==> config.mk <==
export PLATFORM = sky130hd
export DESIGN_NAME = day015_bytewise_dp_ram
export DESIGN_NICKNAME = d
export VERILOG_FILES = /design/src/rtl/day015_bytewise_dp_ram.sv
export SDC_FILE = /design/constraint.sdc
export NUM_CORES = 1
export LEC_CHECK = 0
export ABC_AREA = 1
export BUFFER_PORTS_ARGS = -buffer_cell sky130_fd_sc_hd__buf_2
export CELL_PAD_IN_SITES_DETAIL_PLACEMENT = 1
export CELL_PAD_IN_SITES_GLOBAL_PLACEMENT = 1
export CORE_ASPECT_RATIO = 1.4
export CORE_MARGIN = 5
export CORE_UTILIZATION = 38
export DETAILED_ROUTE_END_ITERATION = 12
export GPL_ROUTABILITY_DRIVEN = 0
export PLACE_DENSITY = 0.73
export SETUP_SLACK_MARGIN = 0.5
export SKIP_CTS_REPAIR_TIMING = 1
export SLEW_MARGIN = 20
export SYNTH_ARGS = -nofsm -noshare
export SYNTH_HDL_FRONTEND = slang
export SYNTH_SLANG_ARGS = --single-unit
==> constraint.sdc <==
create_clock -name clk_i -period 1 [get_ports clk_i]
set_input_delay 0.05 -clock clk_i [delete_from_list [all_inputs] [get_ports clk_i]]
set_output_delay 0.05 -clock clk_i [all_outputs]
set_load 0.005 [all_outputs]
==> src/rtl/day015_bytewise_dp_ram.sv <==
`default_nettype none
// ============================================================================
// Module   : day015_bytewise_dp_ram
// Purpose  : True dual-port RAM shared by two masters on one clock. Each
//            port has its own enable, byte write enables and a read pipeline
//            of 1 or 2 cycles with a read-valid strobe.
//            Same-address writes on both ports merge byte by byte, with
//            port A taking priority.
// Ports    : clk_i, rst_n_i (async, active-low)
//            en/we/be/addr/data_in per port (A, B)
//            data_out_a_o/data_out_b_o - read data (held between accesses)
//            valid_a_o/valid_b_o       - one pulse per completed read
//            collision_o               - same-address access with a write
//            collision_cnt_o           - saturating collision count
// Options  : `DPRAM_COLLISION_EN enables the collision detector; without it
//            collision_o and collision_cnt_o are tied to 0.
// Revision : 1.0 - initial release
// ============================================================================
module day015_bytewise_dp_ram #(
  parameter  int DATA_WIDTH   = 32,
  parameter  int DEPTH        = 16,
  parameter  int READ_LATENCY = 1,
  parameter  int WRITE_FIRST  = 0,
  localparam int ADDR_WIDTH   = $clog2(DEPTH),
  localparam int NB           = DATA_WIDTH / 8
) (
  input  logic                  clk_i,
  input  logic                  rst_n_i,
  input  logic                  en_a_i,
  input  logic                  we_a_i,
  input  logic [NB-1:0]         be_a_i,
  input  logic [ADDR_WIDTH-1:0] addr_a_i,
  input  logic [DATA_WIDTH-1:0] data_in_a_i,
  input  logic                  en_b_i,
  input  logic                  we_b_i,
  input  logic [NB-1:0]         be_b_i,
  input  logic [ADDR_WIDTH-1:0] addr_b_i,
  input  logic [DATA_WIDTH-1:0] data_in_b_i,
  output logic [DATA_WIDTH-1:0] data_out_a_o,
  output logic [DATA_WIDTH-1:0] data_out_b_o,
  output logic                  valid_a_o,
  output logic                  valid_b_o,
  output logic                  collision_o,
  output logic [7:0]            collision_cnt_o
);

  // Storage is byte-organised so byte enables map to whole elements.
  logic [NB-1:0][7:0] mem_q [DEPTH];

  // Port signals gathered into arrays so both ports share one generate body.
  logic [1:0]                 w_en;
  logic [1:0]                 w_we;
  logic [1:0][NB-1:0]         w_be;
  logic [1:0][ADDR_WIDTH-1:0] w_addr;
  logic [1:0][DATA_WIDTH-1:0] w_din;
  logic [1:0][DATA_WIDTH-1:0] w_dout;
  logic [1:0]                 w_vld;

  assign w_en   = {en_b_i, en_a_i};
  assign w_we   = {we_b_i, we_a_i};
  assign w_be   = {be_b_i, be_a_i};
  assign w_addr = {addr_b_i, addr_a_i};
  assign w_din  = {data_in_b_i, data_in_a_i};

  // Port B is written first and port A second: when both hit the same byte,
  // A's later non-blocking update wins. Memory is not reset, but writes are
  // suppressed while reset is asserted so contents survive it.
  always_ff @(posedge clk_i) begin
    if (rst_n_i) begin
      for (int k = 0; k < NB; k++) begin
        if (en_b_i && we_b_i && be_b_i[k]) begin
          mem_q[addr_b_i][k] <= data_in_b_i[8*k +: 8];
        end
        if (en_a_i && we_a_i && be_a_i[k]) begin
          mem_q[addr_a_i][k] <= data_in_a_i[8*k +: 8];
        end
      end
    end
  end

  for (genvar p = 0; p < 2; p++) begin : g_port
    logic [DATA_WIDTH-1:0] w_old;
    logic [DATA_WIDTH-1:0] w_merged;
    logic [DATA_WIDTH-1:0] w_s1;
    logic [DATA_WIDTH-1:0] s1_data_q;
    logic                  s1_vld_q;

    // The array read reflects the word before this edge's writes, which is
    // what gives the other port old data on a cross-port collision.
    assign w_old = mem_q[w_addr[p]];

    always_comb begin
      w_merged = w_old;
      for (int k = 0; k < NB; k++) begin
        if (w_be[p][k]) begin
          w_merged[8*k +: 8] = w_din[p][8*k +: 8];
        end
      end
    end

    assign w_s1 = (w_we[p] && (WRITE_FIRST != 0)) ? w_merged : w_old;

    // Any access (read or write) refreshes the output; only reads flag valid.
    always_ff @(posedge clk_i or negedge rst_n_i) begin
      if (!rst_n_i) begin
        s1_data_q <= '0;
        s1_vld_q  <= 1'b0;
      end else begin
        s1_vld_q <= w_en[p] & ~w_we[p];
        if (w_en[p]) begin
          s1_data_q <= w_s1;
        end
      end
    end

    if (READ_LATENCY == 2) begin : g_lat2
      logic                  s1_upd_q;
      logic [DATA_WIDTH-1:0] out_data_q;
      logic                  out_vld_q;

      always_ff @(posedge clk_i or negedge rst_n_i) begin
        if (!rst_n_i) begin
          s1_upd_q   <= 1'b0;
          out_data_q <= '0;
          out_vld_q  <= 1'b0;
        end else begin
          s1_upd_q  <= w_en[p];
          out_vld_q <= s1_vld_q;
          if (s1_upd_q) begin
            out_data_q <= s1_data_q;
          end
        end
      end

      assign w_dout[p] = out_data_q;
      assign w_vld[p]  = out_vld_q;
    end else begin : g_lat1
      assign w_dout[p] = s1_data_q;
      assign w_vld[p]  = s1_vld_q;
    end
  end

  assign data_out_a_o = w_dout[0];
  assign data_out_b_o = w_dout[1];
  assign valid_a_o    = w_vld[0];
  assign valid_b_o    = w_vld[1];

`ifdef DPRAM_COLLISION_EN
  logic       w_coll;
  logic       collision_q;
  logic [7:0] collision_cnt_q;
  logic [7:0] collision_cnt_d;

  assign w_coll = en_a_i & en_b_i & (addr_a_i == addr_b_i) & (we_a_i | we_b_i);

  always_comb begin
    collision_cnt_d = collision_cnt_q;
    if (w_coll && (collision_cnt_q != 8'hFF)) begin
      collision_cnt_d = collision_cnt_q + 8'd1;
    end
  end

  always_ff @(posedge clk_i or negedge rst_n_i) begin
    if (!rst_n_i) begin
      collision_q     <= 1'b0;
      collision_cnt_q <= 8'd0;
    end else begin
      collision_q     <= w_coll;
      collision_cnt_q <= collision_cnt_d;
    end
  end

  assign collision_o     = collision_q;
  assign collision_cnt_o = collision_cnt_q;
`else
  assign collision_o     = 1'b0;
  assign collision_cnt_o = 8'd0;
`endif

endmodule
`default_nettype wire

======== Yosys cells after proc, flatten, opt, wreduce, memory -nomap -nowiden ========
Memories as Yosys holds them, arrays and structs flattened. A register that Yosys moved wholly into a read port is not among the register bits.
Cells that the tools add are included.
cells by class
  muxes and demuxes ....................... 24
  bitwise operators ....................... 4
  reduce and logical (&&, ||, !) cells .... 12
operators with widths
  operator           number
  two-way mux 1 bit  24
  logical AND 1 bit  10
  bitwise AND 1 bit  2
  zero test 1 bit    2
  NOT 1 bit          2
storage, ports and cells
  flip-flop bits (word level) ............. 2
  RAM bits ................................ 512
  input bits .............................. 86
  output and inout bits ................... 75
  word-level logic and storage cells ...... 43
  memories ................................ 1
memory list
  memory  depth  bits a word  rd ports  clocked after memory_dff  wr ports  line  source
  mem_q   16     32           2         2                         2         48    logic [NB-1:0][7:0] mem_q [DEPTH];

======== Depth between registers and ports, before layout ========
  depth after elaboration ................. 5
  depth in mapped cells ................... 12

======== Worst setup path after synthesis ========
Ideal clock, no wire load.
  path kind ............................... input to register
  start ................................... input port addr_b_i[1]
  end ..................................... memory mem_q[12][0] (netlist name) (enable)
  arrival time ............................ 1.494 ns
  slack ................................... -0.878 ns
  cell stages on the path ................. 8
  path buffers ............................ 3
  cells stage by stage .................... buf_2 inv_1 buf_2 nand2_1 buf_2 inv_1 nand2_1 o21ai_0
RTL lines
  what             line  source
  start, declared  37    input logic [ADDR_WIDTH-1:0] addr_b_i,
  end, declared    48

==> reports/summary.md <==
### Clock network
- **total number of clock tree sinks** 578
- **maximum level of the CTS H-tree** 3
- **CTS tree** done
- **clock slew at the register clock pins of the worst setup and hold paths** 0.07 ns
- **maximum clock insertion buffer count** 3
- **master cell of the clock root buffer** sky130_fd_sc_hd__clkbuf_16
- **Inserted Clock Buffers** 66
- **insertion delay to the later sink of the worst-skew pair** 0.64 ns

### Finish
- **area grow syn2layout** 37.5%
- **utilization after layout** 0.524
- **most common library cell in the layout ignoring fill and taps** sky130_fd_sc_hd__nand2_1
- **Final Instance Area** 47600 um2
- **fraction of final layout cells sized beyond drive strength 1** 0.240
- **commonest cells after routing, fill and taps aside** sky130_fd_sc_hd__nand2_1 (2499), sky130_fd_sc_hd__edfxtp_1 (512), sky130_fd_sc_hd__o21ai_0 (503)
- **NumNets Final** 5424

### Timing
- **setup ws final** -0.341 ns
- **Min Hold Slack** -0.0827 ns
- **sum of negative setup slack** -38.55 ns
- **setup repair after global routing missed its margin** yes
- **Peak Freq** 0.746 GHz
- **pins over their slew limit** 0
- **share of the clock period used by the worst path** 1.34
- **min cycle time layout** 1.34 ns
- **normalized max-slew margin** 0.585
- **transition time of the tightest slew-check pin** 0.620 ns
- **worst clock skew** 0.0217 ns
- **final count of negative-setup-slack endpoints** 356
- **Final Hold Fails** 359

### Floorplanning
- **initial core utilization** 0.381
- **Top-Level Pins** 161
- **Placement Rows** 131
- **y dimension of the die** 367 um
- **Total Die Area** 97400 um2
- **overall die width** 265 um
- **area of the core** 90800 um2

### Global route
- **global-route wire length before repair** 238 mm
- **antenna violations before repair** 10
- **global route total overflow** 0
- **pin count of the biggest net entering global routing** 49
- **number of global-route vias before repair** 38100
- **total global routing track utilization** 0.325

### Place
- **placed wire-length estimate after detailed placement** 118 mm
- **input/output buffers** 151
- **post-place setup slack** -0.752 ns
- **Post-DP Area** 43500 um2

### Route
- **routed wire length per instance** 25.1 um
- **Via-to-Cell Ratio** 5.61
- **routed wire length** 166 mm
- **detailed-route DRC error count** 0
- **Initial DRC Count** 2856
- **first-pass iteration count of the detailed router** 6
- **residual antenna-violating net count after detailed routing** 0
- **DR vias** 37000

### Status
- **run status** finished, violations left
- **violated checks** hold timing, setup timing

### Worst setup path
- **kind of start point of the critical path** flop
- **type of element capturing the critical path** flop
- **Critical R2R Capture** data_out_b_o[17]$_DFFE_PN0P_
- **Worst Path Arrival** 1.86 ns
- **internal reg-to-reg setup slack** -0.34 ns
- **data required time at the worst endpoint** 1.52 ns
- **startpoint of the lowest-slack register-to-register path** mem_q[5][17]$_DFFE_PP_
- **length in cells of the worst reg-to-reg path** 9
- **kind of critical path** flop to flop
- **CP max FO** 2

### Synthesis
- **synthesized area per cell** 6.97 um2
- **synthesis-stage register bit count** 578
- **portion of the post-synthesis area used by sequential elements** 0.492
- **area share of the largest cell type after synthesis** 0.444
- **Cells after Synth** 4969
- **number of library cell types mapped by synthesis** 19
- **count of warnings emitted by yosys** 0
- **largest area contributor in the netlist** sky130_fd_sc_hd__edfxtp_1
- **top area cells in the synthesized netlist** sky130_fd_sc_hd__edfxtp_1 (44%), sky130_fd_sc_hd__nand2_1 (30%), sky130_fd_sc_hd__o21ai_0 (8.3%), sky130_fd_sc_hd__dfrtp_1 (4.8%), sky130_fd_sc_hd__nor2_1 (3.8%)
- **post-synthesis instance area** 34600 um2

### Min path
- **Hold Path Depth** 4
- **WHS Endpoint** mem_q[8][21]$_DFFE_PP_
- **min-delay worst type** input port to flop
- **launch point of the worst hold path** data_in_b_i[21]

### Job
- **# Max-Cap Violations** 0

### Power and ir drop
- **maximum vdd ir drop** 1330 uV
- **cell area power density** 1350 nW/um2
- **Pleak** 22.2 nW

-- metal layers --
| metal | part of all wire | GRT usage | vias to the layer above | routed length (um) |
|---|---|---|---|---|
| met5 | 0 | 0 | - | 0 |
| met4 | 0.075 | 0.220 | 0 | 12400 |
| met3 | 0.064 | 0.0434 | 495 | 10500 |
| met2 | 0.51 | 0.580 | 1545 | 83700 |
| met1 | 0.36 | 0.358 | 18300 | 59000 |
| li1 | - | - | 16600 | - |
-- flip-flops by register name, summed over array words and instances (netlist names) --
name / flops
data_out_a_o: 32
data_out_b_o: 32
mem_q: 512
valid_a_o: 1
valid_b_o: 1
-- worst max-delay path by stage --
stage | startpoint | end | slack (ns) | depth (start not counted)
floorplan | addr_a_i[3] | mem_q[10][24]$_DFFE_PP_ | -0.25 | 7
global placement | addr_b_i[1] | mem_q[5][31]$_DFFE_PP_ | -0.69 | 6
detailed placement | addr_a_i[2] | mem_q[4][18]$_DFFE_PP_ | -0.75 | 11
CTS | mem_q[0][5]$_DFFE_PP_ | data_out_b_o[5]$_DFFE_PN0P_ | -0.56 | 9
global route | mem_q[0][17]$_DFFE_PP_ | data_out_b_o[17]$_DFFE_PN0P_ | -0.39 | 9
finish | mem_q[5][17]$_DFFE_PP_ | data_out_b_o[17]$_DFFE_PN0P_ | -0.34 | 9
-- metrics by stage --
step	power, mW	std cells
5_1_grt	66.1	6591
3_3_place_gp	37.2	6413
2_1_floorplan	32.3	4977
6_report	64.2	6591
3_5_place_dp	37.4	6413
4_1_cts	63.3	6531
-- kinds of logic (layout without fill, tap and decap cells) --
kind of cell / count (synthesis) / after routing / synth area share
compound gates: 598 / 598 / 0.0864
buf+inv: 486 / 897 / 0.0556
flops: 578 / 578 / 0.492
other cells: 1 / 15 / 0.000108
simple gates: 3306 / 3306 / 0.366
-- synthesized netlist by cell type --
cell and n:
sky130_fd_sc_hd__and3_1 1, sky130_fd_sc_hd__o21ai_1 23, sky130_fd_sc_hd__nand4_1 21, sky130_fd_sc_hd__nand3_1 169, sky130_fd_sc_hd__inv_2 3, sky130_fd_sc_hd__clkbuf_1 278
sky130_fd_sc_hd__clkinv_1 2, sky130_fd_sc_hd__edfxtp_1 512, sky130_fd_sc_hd__nor2_1 350, sky130_fd_sc_hd__nor2_2 2, sky130_fd_sc_hd__o21ai_0 575, sky130_fd_sc_hd__buf_1 44
sky130_fd_sc_hd__buf_2 46, sky130_fd_sc_hd__inv_1 101, sky130_fd_sc_hd__nand2_1 2763, sky130_fd_sc_hd__buf_4 11, sky130_fd_sc_hd__conb_1 1, sky130_fd_sc_hd__dfrtp_1 66
sky130_fd_sc_hd__clkbuf_2 1
-- power by group --
part	switching [mW]	internal [mW]	total [mW]
Sequential	0.392	26.8	27.2
Clock	10.7	15.4	26.1
Combinational	6.99	3.94	10.9
-- critical path, cell delays in order, from the launching register on --
cell and delay [ns]:
sky130_fd_sc_hd__edfxtp_1 0.40, sky130_fd_sc_hd__nand2_1 0.09, sky130_fd_sc_hd__nand2_1 0.07, sky130_fd_sc_hd__nand2_1 0.06, sky130_fd_sc_hd__nand2_1 0.05, sky130_fd_sc_hd__nand2_1 0.09
sky130_fd_sc_hd__nand3_4 0.11, sky130_fd_sc_hd__nor2_4 0.18, sky130_fd_sc_hd__buf_6 0.13, sky130_fd_sc_hd__nor2_1 0.04
-- final cells by class --
cell class	instances	area, um2
fillers	10900	43200
multi-input cells	3913	18300
flip-flops and latches	578	17000
repair buffers	673	8030
clock buffers	88	1850
well taps	1197	1500
inverters	106	453
clock inverters	30	397
diodes	6	15.0
Power figures use the tool's default switching activity.
